$ cat config.mk
export PLATFORM = sky130hd
export DESIGN_NAME = alu_out_uart_tx
export DESIGN_NICKNAME = d
export VERILOG_FILES = /design/src/rtl/alu_out_uart_tx.sv
export SDC_FILE = /design/constraint.sdc
export NUM_CORES = 1
export LEC_CHECK = 0
export ABC_AREA = 0
export CELL_PAD_IN_SITES_DETAIL_PLACEMENT = 0
export CELL_PAD_IN_SITES_GLOBAL_PLACEMENT = 2
export CORE_MARGIN = 2
export CORE_UTILIZATION = 38
export DETAILED_ROUTE_END_ITERATION = 8
export PLACE_DENSITY = 0.85
export SYNTH_ARGS = -nofsm -noshare
export SYNTH_HDL_FRONTEND = slang
export SYNTH_SLANG_ARGS = --single-unit
$ cat constraint.sdc
create_clock -name clk -period 2.5 [get_ports clk]
set_input_delay 0.75 -clock clk [delete_from_list [all_inputs] [get_ports clk]]
set_output_delay 0.75 -clock clk [all_outputs]
set_load 0.03 [all_outputs]
$ cat src/rtl/alu_out_uart_tx.sv
// alu_out_uart_tx: captures ALU result bytes into a small FIFO and sends each
// one as a UART 8N1 frame (start bit, 8 data bits LSB first, stop bit) on tx.
module alu_out_uart_tx #(
  parameter int CLKS_PER_BIT = 16,
  parameter int FIFO_DEPTH   = 4
) (
  input  logic       clk,
  input  logic       rst,
  input  logic [7:0] data_in,
  input  logic       data_valid,
  input  logic       overflow_clr,
  output logic       tx,
  output logic       busy,
  output logic       fifo_full,
  output logic       fifo_empty,
  output logic       overflow
);

  localparam int PW = $clog2(FIFO_DEPTH);
  localparam int CW = PW + 1;
  localparam int BW = $clog2(CLKS_PER_BIT);

  typedef enum logic [1:0] {
    S_IDLE,
    S_START,
    S_DATA,
    S_STOP
  } state_t;

  state_t        state_q, state_d;
  logic [7:0]    mem_q [FIFO_DEPTH];
  logic [7:0]    mem_d [FIFO_DEPTH];
  logic [PW-1:0] wr_ptr_q, wr_ptr_d;
  logic [PW-1:0] rd_ptr_q, rd_ptr_d;
  logic [CW-1:0] count_q, count_d;
  logic [7:0]    shift_q, shift_d;
  logic [2:0]    bit_idx_q, bit_idx_d;
  logic [BW-1:0] baud_q, baud_d;
  logic          tx_q, tx_d;
  logic          busy_q, busy_d;
  logic          overflow_q, overflow_d;

  logic push, pop, drop, baud_tc;

  // FIFO status comes straight from the registered count
  assign fifo_full  = (count_q == CW'(FIFO_DEPTH));
  assign fifo_empty = (count_q == '0);
  assign tx         = tx_q;
  assign busy       = busy_q;
  assign overflow   = overflow_q;

  // A pop happens exactly when the FSM leaves IDLE; a push may use the slot it frees
  assign pop     = (state_q == S_IDLE) && !fifo_empty;
  assign push    = data_valid && (!fifo_full || pop);
  assign drop    = data_valid && fifo_full && !pop;
  assign baud_tc = (baud_q == BW'(CLKS_PER_BIT - 1));

  // Next-state logic for FIFO, overflow flag and transmit FSM
  always_comb begin
    state_d    = state_q;
    mem_d      = mem_q;
    wr_ptr_d   = wr_ptr_q;
    rd_ptr_d   = rd_ptr_q;
    count_d    = count_q + CW'(push) - CW'(pop);
    shift_d    = shift_q;
    bit_idx_d  = bit_idx_q;
    baud_d     = baud_q;
    tx_d       = tx_q;
    overflow_d = overflow_q;

    if (push) begin
      mem_d[wr_ptr_q] = data_in;
      wr_ptr_d        = wr_ptr_q + PW'(1);
    end
    if (pop) begin
      rd_ptr_d = rd_ptr_q + PW'(1);
    end

    // A drop in the same cycle as a clear leaves the flag set
    if (drop) begin
      overflow_d = 1'b1;
    end else if (overflow_clr) begin
      overflow_d = 1'b0;
    end

    case (state_q)
      S_IDLE: begin
        tx_d = 1'b1;
        if (pop) begin
          shift_d   = mem_q[rd_ptr_q];
          bit_idx_d = '0;
          baud_d    = '0;
          tx_d      = 1'b0;
          state_d   = S_START;
        end
      end
      S_START: begin
        if (baud_tc) begin
          baud_d  = '0;
          tx_d    = shift_q[0];
          state_d = S_DATA;
        end else begin
          baud_d = baud_q + BW'(1);
        end
      end
      S_DATA: begin
        if (baud_tc) begin
          baud_d = '0;
          if (bit_idx_q == 3'd7) begin
            tx_d    = 1'b1;
            state_d = S_STOP;
          end else begin
            shift_d   = shift_q >> 1;
            bit_idx_d = bit_idx_q + 3'd1;
            tx_d      = shift_q[1];
          end
        end else begin
          baud_d = baud_q + BW'(1);
        end
      end
      S_STOP: begin
        if (baud_tc) begin
          baud_d  = '0;
          state_d = S_IDLE;
        end else begin
          baud_d = baud_q + BW'(1);
        end
      end
      default: begin
        tx_d    = 1'b1;
        baud_d  = '0;
        state_d = S_IDLE;
      end
    endcase
  end

  assign busy_d = (state_d != S_IDLE);

  // All state registered here; reset abandons any frame and empties the FIFO
  always_ff @(posedge clk or posedge rst) begin
    if (rst) begin
      state_q    <= S_IDLE;
      for (int i = 0; i < FIFO_DEPTH; i++) mem_q[i] <= '0;
      wr_ptr_q   <= '0;
      rd_ptr_q   <= '0;
      count_q    <= '0;
      shift_q    <= '0;
      bit_idx_q  <= '0;
      baud_q     <= '0;
      tx_q       <= 1'b1;
      busy_q     <= 1'b0;
      overflow_q <= 1'b0;
    end else begin
      state_q    <= state_d;
      mem_q      <= mem_d;
      wr_ptr_q   <= wr_ptr_d;
      rd_ptr_q   <= rd_ptr_d;
      count_q    <= count_d;
      shift_q    <= shift_d;
      bit_idx_q  <= bit_idx_d;
      baud_q     <= baud_d;
      tx_q       <= tx_d;
      busy_q     <= busy_d;
      overflow_q <= overflow_d;
    end
  end

endmodule
# Word level (Yosys, flattened, before mapping)
# Index checks and enable logic that the tools add are counted.
# op_classes
n_addsub,6
order_cmp,3
n_eq_ne,10
muxes,30
bitwise,2
n_reduce_logical,18
# op_table
op,n
2-to-1 mux 8 bit,6
bitwise mux 32 bit,1
binary-select mux 8 bit (select 2 bit),1
demux 8 bit (select 2 bit),1
case mux 8 bit (2 select lines),1
2-to-1 mux 2 bit,5
2-to-1 mux 3 bit,3
2-to-1 mux 4 bit,2
!= test 2 bit (second input constant),4
case mux 2 bit (4 select lines),1
case mux 4 bit (2 select lines),1
== test 3 bit (second input constant),2
>= comparator 3 bit (second input constant),2
2-to-1 mux 1 bit,6
NOT 2 -> 3 bit,2
case mux 3 bit (2 select lines),1
nonzero test 2 bit,3
logical AND 1 bit,5
adder 2 x 1 -> 2 bit (second input constant),2
adder 4 x 1 -> 4 bit (second input constant),1
== test 2 bit (second input constant),2
== test 4 bit (second input constant),1
AND reduction 4 bit,1
adder 3 x 1 -> 3 bit,1
12 further kinds,14
# totals
register_bits,59
in_bits,12
word_cells,83

# Depth between registers and ports, before layout
# Gate-level depths: netlist of run 1.
# depth
word_depth,7
mapped_depth,12
depth_no_buf,11

# Least setup slack after synthesis of run 1
# OpenSTA, ideal clock, no wires.
# synth_path
path_kind,flip-flop to flip-flop
startpoint,register state_q[0]
endpoint,register count_q[2]
setup_ns,0.129
arrival_time_ns,2.369
t_required_ns,2.371
path_slack_ns,0.002
path_stages_with_launch,13
path_buffers,1
path_cell_list,dfrtp_1 inv_1 ha_1 o41a_1 buf_6 inv_1 ha_1 inv_1 ha_1 inv_1 fa_1 xnor2_1 xnor2_1
# synth_via
elab_chain_cells,6
# synth_rtl
item,line_no,source
start: declaration,30,"state_t state_q, state_d;"
start signal: assignment,154,state_q <= state_d;
logical NOT 2 bit (*),53,assign pop = (state_q == S_IDLE) && !fifo_empty;
logical AND 1 bit (*),53,
logical OR 1 bit,54,assign push = data_valid && (!fifo_full || pop);
logical AND 1 bit,54,
adder 3 x 1 -> 3 bit,64,count_d = count_q + CW'(push) - CW'(pop);
subtractor 3 x 1 -> 3 bit (*),64,
net count_d[2],35,"logic [CW-1:0] count_q, count_d;"
end signal: assignment,158,count_q <= count_d;
end: declaration,35,
# The timed path passes the listed nets; every way through them passes the cells marked *.
# A chain may end at the register's enable or synchronous reset.

# Worst setup path after layout of run 1
# layout_path
startpoint,input port data_valid
endpoint,register count_q[2]
# layout_via
elab_chain_cells,3
# layout_rtl
item,line_no,source
start: declaration,10,"input logic data_valid,"
logical AND 1 bit,54,
adder 3 x 1 -> 3 bit,64,
subtractor 3 x 1 -> 3 bit,64,
net count_d[2],35,
# The timed path passes the listed nets, and every way through them passes these cells.

==> impl_metrics.ini, run 1 <==
[synthesis]
async_flop_share_pct = 100
netlist_top_cells_count = 58 x dfrtp_1, 32 x mux2_4, 19 x nand2_1
yosysUniqueCellTypes = 38
synth_simple_gate_area_share_pct = 9.87
synth_top_area_cell = dfrtp_1
synth_enable_flop_cells = 0
syn_avg_cell_area_um2 = 13.0
synth_area_um2 = 3090
ys_ff_latch = 59
synth_mux_area_share_pct = 22.1
synth_top_family_by_area = multiplexers
synth_nets = 264
ys_seq_area_share_pct = 47.8
yosysWarnings = 0
synth_xor_area_share_pct = 1.42
synth_top_area_share_pct = 46.9
yosysMostFrequentCell = dfrtp_1
synth_compound_area_share_pct = 9.31
yosys.area_share.adder_pct = 5.91
netlist_instances = 238
netlist_top_cells_area = dfrtp_1 47%, mux2_4 16%, mux2_2 5.8%
synth_flop_cell = dfrtp_1

[place]
io_buffers = 16
dp_cells = 358
dpl_cell_area_um2 = 3420
dp_hpwl_um = 3770
place.gp.congestion = 0.688

[timing]
tns_ns = 0
slew-limit-headroom_pct = 61.0
fin_skew_ns = 0.00902
setup_viol = 0
post-route-period-util_pct = 95.8
min_period_ns = 2.40
hold_viol_final = 0
worst_slew_pin_slew_ns = 0.586
slew_violations = 0
max_clock_freq_ghz = 0.418
rsz0062_at_grt = no

[die]
dieWidth_um = 94.2
start_util_pct = 39.6
ios = 17
die_h_um = 94.2
fp-row-count = 32
coreArea_um2 = 7810
die_area_um2 = 8870

[critical_path]
cp_max_fo = 2
crit_arrival_ns = 2.62
timing.rr.start = state_q[0]
worstReg2RegEnd = count_q[2]
endpoint = count_q[2]
critPathLaunch = data_valid
crit_type = input port to flop
ff2ff_path_depth = 11
crit_path_start_kind = input port
cp-end-kind = flop
worst_ep_required_time_ns = 2.73
reg2reg_slack_ns = 0.16

[cells_and_area]
postLayoutCellArea_um2 = 3640
area_growth_pct = 17.7
drive_gt1_share_pct = 34.2
stdcell_count = 374
diodes = 0
final_nets = 293

[drt]
wire_per_inst_um = 14.7
first_pass_iters = 3
vias = 1838
vias_per_cell = 4.91
route.detailed.drc = 0
initialDrtViolationCount = 66
drtAntennaViolNets = 0
routed_wl_um = 5510

[clocking]
clk-insertion-delay-late_ns = 0.35
path_clk_slew_ns = 0.07
cts-htree-levels = 3
postCtsHoldBufs = 0
clockRootBuffer = clkbuf_8
cts_tree = built
cts_sinks = 59
cts_buffer_depth = 2
cts_buffers = 9

[worst_hold_path]
min_path_cells = 2
worstHoldPathType = flop to flop

[global_routing]
grt_pass1_wl_um = 9470
grt_max_degree = 28
grt_pass1_vias = 1916
grt_util_all_layers_pct = 14.1
grt_overflow = 0
grt_antenna_before_repair = 0

[flow_run]
maxCapViolCount = 0

[power]
powerDensity_nw_per_um2 = 1320
ir_drop_uv = 457
p_leak_nw = 1.67

[run_status]
outcome = completed
-- where the power goes --
part | total (W) | leakage (nW) | internal [W] | switching [W]
Sequential | 0.00171 | 0.714 | 0.00142 | 0.000296
Clock | 0.000989 | 0.106 | 0.000567 | 0.000422
Combinational | 0.00209 | 0.850 | 0.00117 | 0.000927
Total | 0.00480 | 1.67 | 0.00315 | 0.00165
-- timing repair --
| item | 4_1_cts | 5_1_grt |
|---|---|---|
| gates resized for setup | 2 | 0 |
| hold endpoints to repair | 0 | 0 |
| buffers inserted | 0 | 0 |
| endpoints found under the setup margin | 2 | 0 |
-- worst min-delay path by stage --
| stage | startpoint | to | slack, ns |
|---|---|---|---|
| 2_1_floorplan | shift_q[5] | shift_q[5] | 0.45 |
| 3_3_place_gp | shift_q[5] | shift_q[5] | 0.47 |
| 3_5_place_dp | shift_q[3] | shift_q[3] | 0.48 |
| 4_1_cts | shift_q[3] | shift_q[3] | 0.49 |
| 5_1_grt | shift_q[4] | shift_q[4] | 0.52 |
| 6_report | shift_q[5] | shift_q[5] | 0.49 |
-- cell families after synthesis --
family	Yosys count
DFF	59
muxes	49
and+or+nand+nor	48
AOI/OAI and AO/OA	40
buffers and inverters	23
adders and majority gates	14
xor gates and xnor gates	5
-- layer usage --
metal  global-route usage, %  wire, um
met2                    21.5      2580
met4                    7.97       130
met1                    18.5      2650
met3                    3.13       143
met5                       0         0
-- final cells by class --
cell class	instances	area [um2]
well taps	102	128
flip-flops and latches	59	1480
fillers	709	4170
multi-input cells	156	1500
inverters	14	52.6
clock inverters	7	101
clock buffers	9	124
repair buffers	27	253
-- state kept, by name, indices dropped and copies added (netlist names) --
name       count
baud_q         4
bit_idx_q      3
busy           1
count_q        3
mem_q         32
overflow       1
rd_ptr_q       2
shift_q        8
state_q        2
tx             1
wr_ptr_q       2
-- stage by stage --
stage	hold WS, ns	util, %	setup slack (ns)	power, W
2_1_floorplan	0.449	-	0.00228	0.00340
3_3_place_gp	0.468	43.8	-0.197	0.00380
3_5_place_dp	0.477	43.8	-0.245	0.00385
4_1_cts	0.493	46.6	0.119	0.00486
5_1_grt	0.521	46.6	0.0168	0.00513
6_report	0.487	46.6	0.105	0.00480
-- cell usage in the layout (no fill, tap or decap), types with 2 or more instances in the layout --
master | Yosys | routed
clkbuf_8 | 0 | 9
nor2_1 | 3 | 3
mux2_2 | 16 | 16
nand2_1 | 19 | 19
clkinvlp_4 | 0 | 2
buf_4 | 2 | 10
o22ai_1 | 8 | 8
o21ai_1 | 4 | 4
inv_2 | 1 | 2
dfrtp_1 | 58 | 58
nand2_8 | 4 | 4
nand2b_1 | 4 | 4
nor2b_1 | 8 | 8
a21oi_1 | 2 | 2
mux2_4 | 32 | 32
ha_1 | 13 | 13
inv_1 | 13 | 12
bufinv_16 | 0 | 2
nor3_1 | 2 | 2
o21ai_0 | 9 | 9
dlygate4sd2_1 | 0 | 2
nand3_1 | 3 | 3
o31ai_1 | 4 | 4
clkdlybuf4s50_1 | 0 | 14
xnor2_1 | 5 | 5
or2_2 | 3 | 3
clkinv_4 | 0 | 2
o31ai_2 | 5 | 5
-- worst max-delay path: stages --
cell and delay, ns:
clkdlybuf4s50_1 0.49, o41a_1 0.17, inv_1 0.05, ha_1 0.28
inv_1 0.06, ha_1 0.13, inv_1 0.05, fa_1 0.37
xnor2_1 0.14, xnor2_1 0.13
No activity file was read; power rests on OpenSTA's default activity.
==> run 2: changes to the inputs <==
--- a/config.mk
+++ b/config.mk
@@ -9,9 +9,9 @@
 export CELL_PAD_IN_SITES_DETAIL_PLACEMENT = 0
 export CELL_PAD_IN_SITES_GLOBAL_PLACEMENT = 2
 export CORE_MARGIN = 2
-export CORE_UTILIZATION = 38
+export CORE_UTILIZATION = 35
 export DETAILED_ROUTE_END_ITERATION = 8
-export PLACE_DENSITY = 0.85
+export PLACE_DENSITY = 0.8
 export SYNTH_ARGS = -nofsm -noshare
 export SYNTH_HDL_FRONTEND = slang
 export SYNTH_SLANG_ARGS = --single-unit
==> run 2 against run 1 <==
  * Final cell count up 2.4%
  * Non-clock buffer count up 3
  * Critical path depth stayed put
  * Register-to-register slack improved by 0.02 ns
  * Setup slack got worse by 0.0056 ns
  * Via count up 0.98%
  * Sequential power about the same
  * Design area rose by 1.3%
  * Hold slack worse by 0.0048 ns
  * Largest cell class unchanged
==> impl_metrics.ini, run 2 (synthesis gave the netlist of run 1 again) <==
[power]
switching_share_pct = 33.8
ir_drop_uv = 581
p_leak_nw = 1.69
power.switching_w = 0.00164
p_total_w = 0.00485
powerDensity_nw_per_um2 = 1320
combPwrFrac_pct = 45.2
p_seq_share_pct = 34.7
p_int_w = 0.00321
pwr-share-clk_pct = 20.1

[place]
dp_cells = 364
place.gp.congestion = 0.730
io_buffers = 16
dpl_cell_area_um2 = 3420
dp_hpwl_um = 3720

[cells_and_area]
largest_register_ffs = 32
area_growth_pct = 19.2
stdcell_count = 383
finish.utilization_pct = 42.7
most-common-layout-cells = 58 x dfrtp_1, 32 x mux2_4, 19 x nand2_1, 16 x mux2_2, 14 x clkdlybuf4s50_1
diodes = 0
layout_commonest_cell = dfrtp_1
largestRegisters = mem_q x32, shift_q x8, baud_q x4
largest_register = mem_q
final_nets = 296
postLayoutCellArea_um2 = 3680
drive_gt1_share_pct = 36.0

[timing]
setup_viol = 0
slew-limit-headroom_pct = 70.4
min_period_ns = 2.40
worst_slew_pin_slew_ns = 0.443
max_clock_freq_ghz = 0.417
hold_viol_final = 0
fin_skew_ns = 0.00839
whs_ns = 0.482
slew_violations = 0
post-route-period-util_pct = 96.0

[worst_hold_path]
min_from = shift_q[5]
min_path_cells = 2
worstHoldPathType = flop to flop

[drt]
wl_met3_um = 174
dr_wl_met2_um = 2540
route.detailed.drc = 0
vias_per_cell = 4.85
maxUsedRoutingLayer = met4
initialDrtViolationCount = 111
routed_wl_um = 5530
wl_met1_um = 2780
wire_per_inst_um = 14.4
first_pass_iters = 4
drtAntennaViolNets = 0
vias = 1856

[critical_path]
ff2ff_path_depth = 11
crit_path_start_kind = input port
cp_max_fo = 2
cp-end-kind = flop
critPathLaunch = data_valid
worst_ep_required_time_ns = 2.72
crit_arrival_ns = 2.63
timing.rr.start = state_q[1]
crit_type = input port to flop

[global_routing]
grt_util_all_layers_pct = 12.7
grt_overflow = 0
grt_max_degree = 60
grt_antenna_before_repair = 0
grt_pass1_vias = 1892
grt_pass1_wl_um = 9540

[clocking]
cts_buffer_depth = 2
cts-htree-levels = 3
clk-insertion-delay-late_ns = 0.34
cts_tree = built
path_clk_slew_ns = 0.06
cts_buffers = 9
clockRootBuffer = clkbuf_8
cts_sinks = 59
postCtsHoldBufs = 0

[die]
fp-row-count = 34
ios = 17
start_util_pct = 35.8
die_h_um = 98.0
die_area_um2 = 9600
dieWidth_um = 98.0
coreArea_um2 = 8640

[run_status]
outcome = completed

[flow_run]
maxCapViolCount = 0
## run 2: power groups by stage
stage / Clock, W / Combinational [W] / Sequential (W)
detailed placement: 0 / 0.00220 / 0.00169
global route: 0.00106 / 0.00241 / 0.00174
floorplan: 0 / 0.00171 / 0.00169
finish: 0.000976 / 0.00219 / 0.00168
global placement: 0 / 0.00218 / 0.00167
CTS: 0.00101 / 0.00220 / 0.00168
## run 2: area by class of cell
| cell class | instances | area, um2 |
|---|---|---|
| inverter | 14 | 52.6 |
| fill | 818 | 4950 |
| sequential | 59 | 1480 |
| clock inverter | 6 | 88.8 |
| multi-input combinational | 156 | 1520 |
| timing repair buffer | 30 | 275 |
| clock buffer | 10 | 138 |
| tap | 108 | 135 |
## run 2: metrics by stage
| step | TNS [ns] | worst slack, ns |
|---|---|---|
| 3_5_place_dp | -0.318 | -0.223 |
| 5_1_grt | -0.00557 | -0.00557 |
| 6_report | 0 | 0.0993 |
| 4_1_cts | 0 | 0.107 |
| 3_3_place_gp | -0.250 | -0.191 |
| 2_1_floorplan | 0 | 0.00228 |
## run 2: path summary, 6_finish.rpt
check / end / slack, ns
setup / recovery: count_q[2] / 0.1
hold / removal: shift_q[5] / 0.48
setup reg to reg: count_q[2] / 0.18
hold reg to reg: shift_q[5] / 0.48
max in group asynchronous: tx / 1.42
min in group asynchronous: overflow / 0.78
## run 2: worst max-delay path, stage by stage
cell and delay [ns]:
clkdlybuf4s50_1 0.48, o41a_1 0.17, inv_1 0.05, ha_1 0.28, inv_1 0.06, ha_1 0.12, inv_1 0.04, fa_1 0.40
xnor2_2 0.15, xnor2_1 0.12
## run 2: layer usage
layer  track usage (%)  vias to the layer above
met4              3.85                        0
met5                 0                        -
li1                  -                      899
met2              18.9                       21
met1              17.4                      931
met3              4.51                        5
## run 2: repair_timing
action / in CTS / in global routing
setup buffers: 0 / 3
endpoints found under the setup margin: 2 / 1
resized for setup: 2 / 3
==> run 3: changes to the inputs <==
--- a/config.mk
+++ b/config.mk
@@ -12,6 +12,7 @@
 export CORE_UTILIZATION = 35
 export DETAILED_ROUTE_END_ITERATION = 8
 export PLACE_DENSITY = 0.8
+export REMOVE_ABC_BUFFERS = 1
 export SYNTH_ARGS = -nofsm -noshare
 export SYNTH_HDL_FRONTEND = slang
 export SYNTH_SLANG_ARGS = --single-unit
==> run 3 against run 2 <==
  * Via count is 0.59% lower
  * Clock skew shrank 0.00096 ns
  * Non-clock buffer count down 1
  * Critical path depth is 7 lower
  * Clock-buffer cell count down 1
  * Design area down 1.4%
  * Sequential share of layout area grew 0.58 points
  * Register-to-register slack worse by 0.02 ns
  * Hold slack got worse by 0.0016 ns
  * Critical endpoint is now fifo_empty
  * Sequential power about the same
  * Largest power group unchanged
  * Power fell by 3.4%
==> impl_metrics.ini, run 3 (synthesis gave the netlist of run 1 again) <==
[flow_run]
maxCapViolCount = 0

[power]
power.switching_w = 0.00169
switching_share_pct = 36.0
ir_drop_uv = 530
p_leak_nw = 1.66
combPwrFrac_pct = 46.9
p_int_w = 0.00300
pwr-share-clk_pct = 17.2
p_seq_share_pct = 36.0
powerDensity_nw_per_um2 = 1290
p_total_w = 0.00469

[drt]
route.detailed.drc = 0
first_pass_iters = 4
drtAntennaViolNets = 0
initialDrtViolationCount = 55
vias_per_cell = 4.83
wire_per_inst_um = 14.7
routed_wl_um = 5620
vias = 1845

[global_routing]
use_met3_pct = 3.79
grt_overflow = 0
met1_usage_pct = 17.9
grt_util_met2_pct = 19.9
grt_pass1_wl_um = 9960
grt_max_degree = 31
grt_antenna_before_repair = 0
grt.busiest_layer = met2
grt_pass1_vias = 1923
grt_util_all_layers_pct = 13.0

[critical_path]
crit_path_start_kind = flop
crit_type = flop to primary output
path_cells = buf_4 -> nor3_1 -> dlygate4sd2_1
cp_slowest_cell = dfrtp_1
max_stage_delay_ns = 0.45
cp_max_fo = 4
crit_arrival_ns = 1.65
worst_ep_required_time_ns = 1.75
cp-end-kind = primary output
crit_family = buffers and inverters
critPathLaunch = count_q[1]
reg2reg_slack_ns = 0.16
timing.rr.start = count_q[1]
worstReg2RegEnd = count_q[2]
critPathBufInv = 2
ff2ff_path_depth = 10

[die]
start_util_pct = 35.8
die_h_um = 98.0
die_area_um2 = 9600
fp-row-count = 34
coreArea_um2 = 8640
dieWidth_um = 98.0
ios = 17

[place]
io_buffers = 16
dp_hpwl_um = 3800
dp_cells = 365
place.gp.congestion = 0.681

[clocking]
path_clk_slew_ns = 0.08
clockRootBuffer = clkbuf_8
postCtsHoldBufs = 0
cts_tree = built
cts_sinks = 59
cts_buffers = 9
cts_buffer_depth = 2
clk-insertion-delay-late_ns = 0.34
cts-htree-levels = 3

[cells_and_area]
final_nets = 295
diodes = 0
largestRegisters = mem_q x32, shift_q x8, baud_q x4
fillers = 818
layout_commonest_cell = dfrtp_1
stdcell_count = 382
area_growth_pct = 17.5
largest_register = mem_q
most-common-layout-cells = 58 x dfrtp_1, 32 x mux2_4, 19 x nand2_1, 16 x mux2_2, 14 x clkdlybuf4s50_1
largest_register_ffs = 32
drive_gt1_share_pct = 35.8

[timing]
slew-limit-headroom_pct = 69.2
setup_viol = 0
fin_skew_ns = 0.00744
whs_ns = 0.480
hold_viol_final = 0
post-route-period-util_pct = 96.0
min_period_ns = 2.40
rsz0062_at_grt = no
worst_slew_pin_slew_ns = 0.461
slew_violations = 0
max_clock_freq_ghz = 0.417

[worst_hold_path]
min_from = shift_q[6]
worstHoldPathType = flop to flop
hold_end = shift_q[6]
min_path_cells = 2

[run_status]
outcome = completed
==> run 3: cell count changes in the layout (fill, tap and decap cells not counted) <==
cell and delta:
clkinv_2 -1, clkinv_4 -1, inv_6 +4, bufinv_16 -2
clkinvlp_4 +1, clkbuf_8 -1, buf_4 -1
==> run 3: cell type report <==
type,instances,area [um2],share of cell area (%)
multi-input combinational,156,1520,41.8
sequential,59,1480,40.7
timing repair buffer,29,268,7.37
tap,108,135,3.72
clock buffer,9,124,3.41
clock inverter,7,57.6,1.58
inverter,14,52.6,1.45
==> run 3: worst max-delay path by stage <==
stage                     cells after the start          to  slack (ns)
after global placement                       10  count_q[2]       -0.20
after detailed placement                     10  count_q[2]       -0.22
after global routing                          3  fifo_empty       0.008
after floorplan                              11  count_q[2]       -0.48
final                                         3  fifo_empty        0.10
after CTS                                     3  fifo_empty        0.06
==> run 3: power groups by stage <==
stage | combinational, W | sequential [W] | clock (W)
final | 0.00220 | 0.00169 | 0.000805
after CTS | 0.00220 | 0.00168 | 0.000845
after global routing | 0.00242 | 0.00175 | 0.000880
after floorplan | 0.00161 | 0.00173 | 0
after detailed placement | 0.00219 | 0.00170 | 0
after global placement | 0.00217 | 0.00168 | 0
==> run 3: stage by stage <==
| step | setup WS, ns | util [%] | setup TNS [ns] | instance area, um2 |
|---|---|---|---|---|
| after floorplan | -0.482 | - | -0.820 | 3030 |
| after global placement | -0.199 | 39.7 | -0.253 | 3430 |
| after detailed placement | -0.223 | 39.7 | -0.299 | 3430 |
| after CTS | 0.0610 | 41.8 | 0 | 3610 |
| after global routing | 0.00848 | 42.1 | 0 | 3630 |
| final | 0.101 | 42.1 | 0 | 3630 |
==> run 3: layer usage <==
layer	vias to the layer above	wire length, um
li1	897	-
met1	915	2820
met2	26	2550
met3	7	176
met4	0	68
met5	-	0
==> run 3: what timing repair did <==
item / CTS / global route
setup endpoints to repair: 2 / 1
buffers inserted: 0 / 1
gates resized for setup: 2 / 3
==> run 3: worst reg2reg max path, stage by stage (launching register included) <==
cell and delay, ns:
dfrtp_1 0.45, buf_4 0.18, o41a_1 0.42, inv_1 0.07, ha_1 0.22, inv_1 0.05, ha_1 0.12, inv_1 0.04
fa_1 0.40, xnor2_2 0.15, xnor2_1 0.12
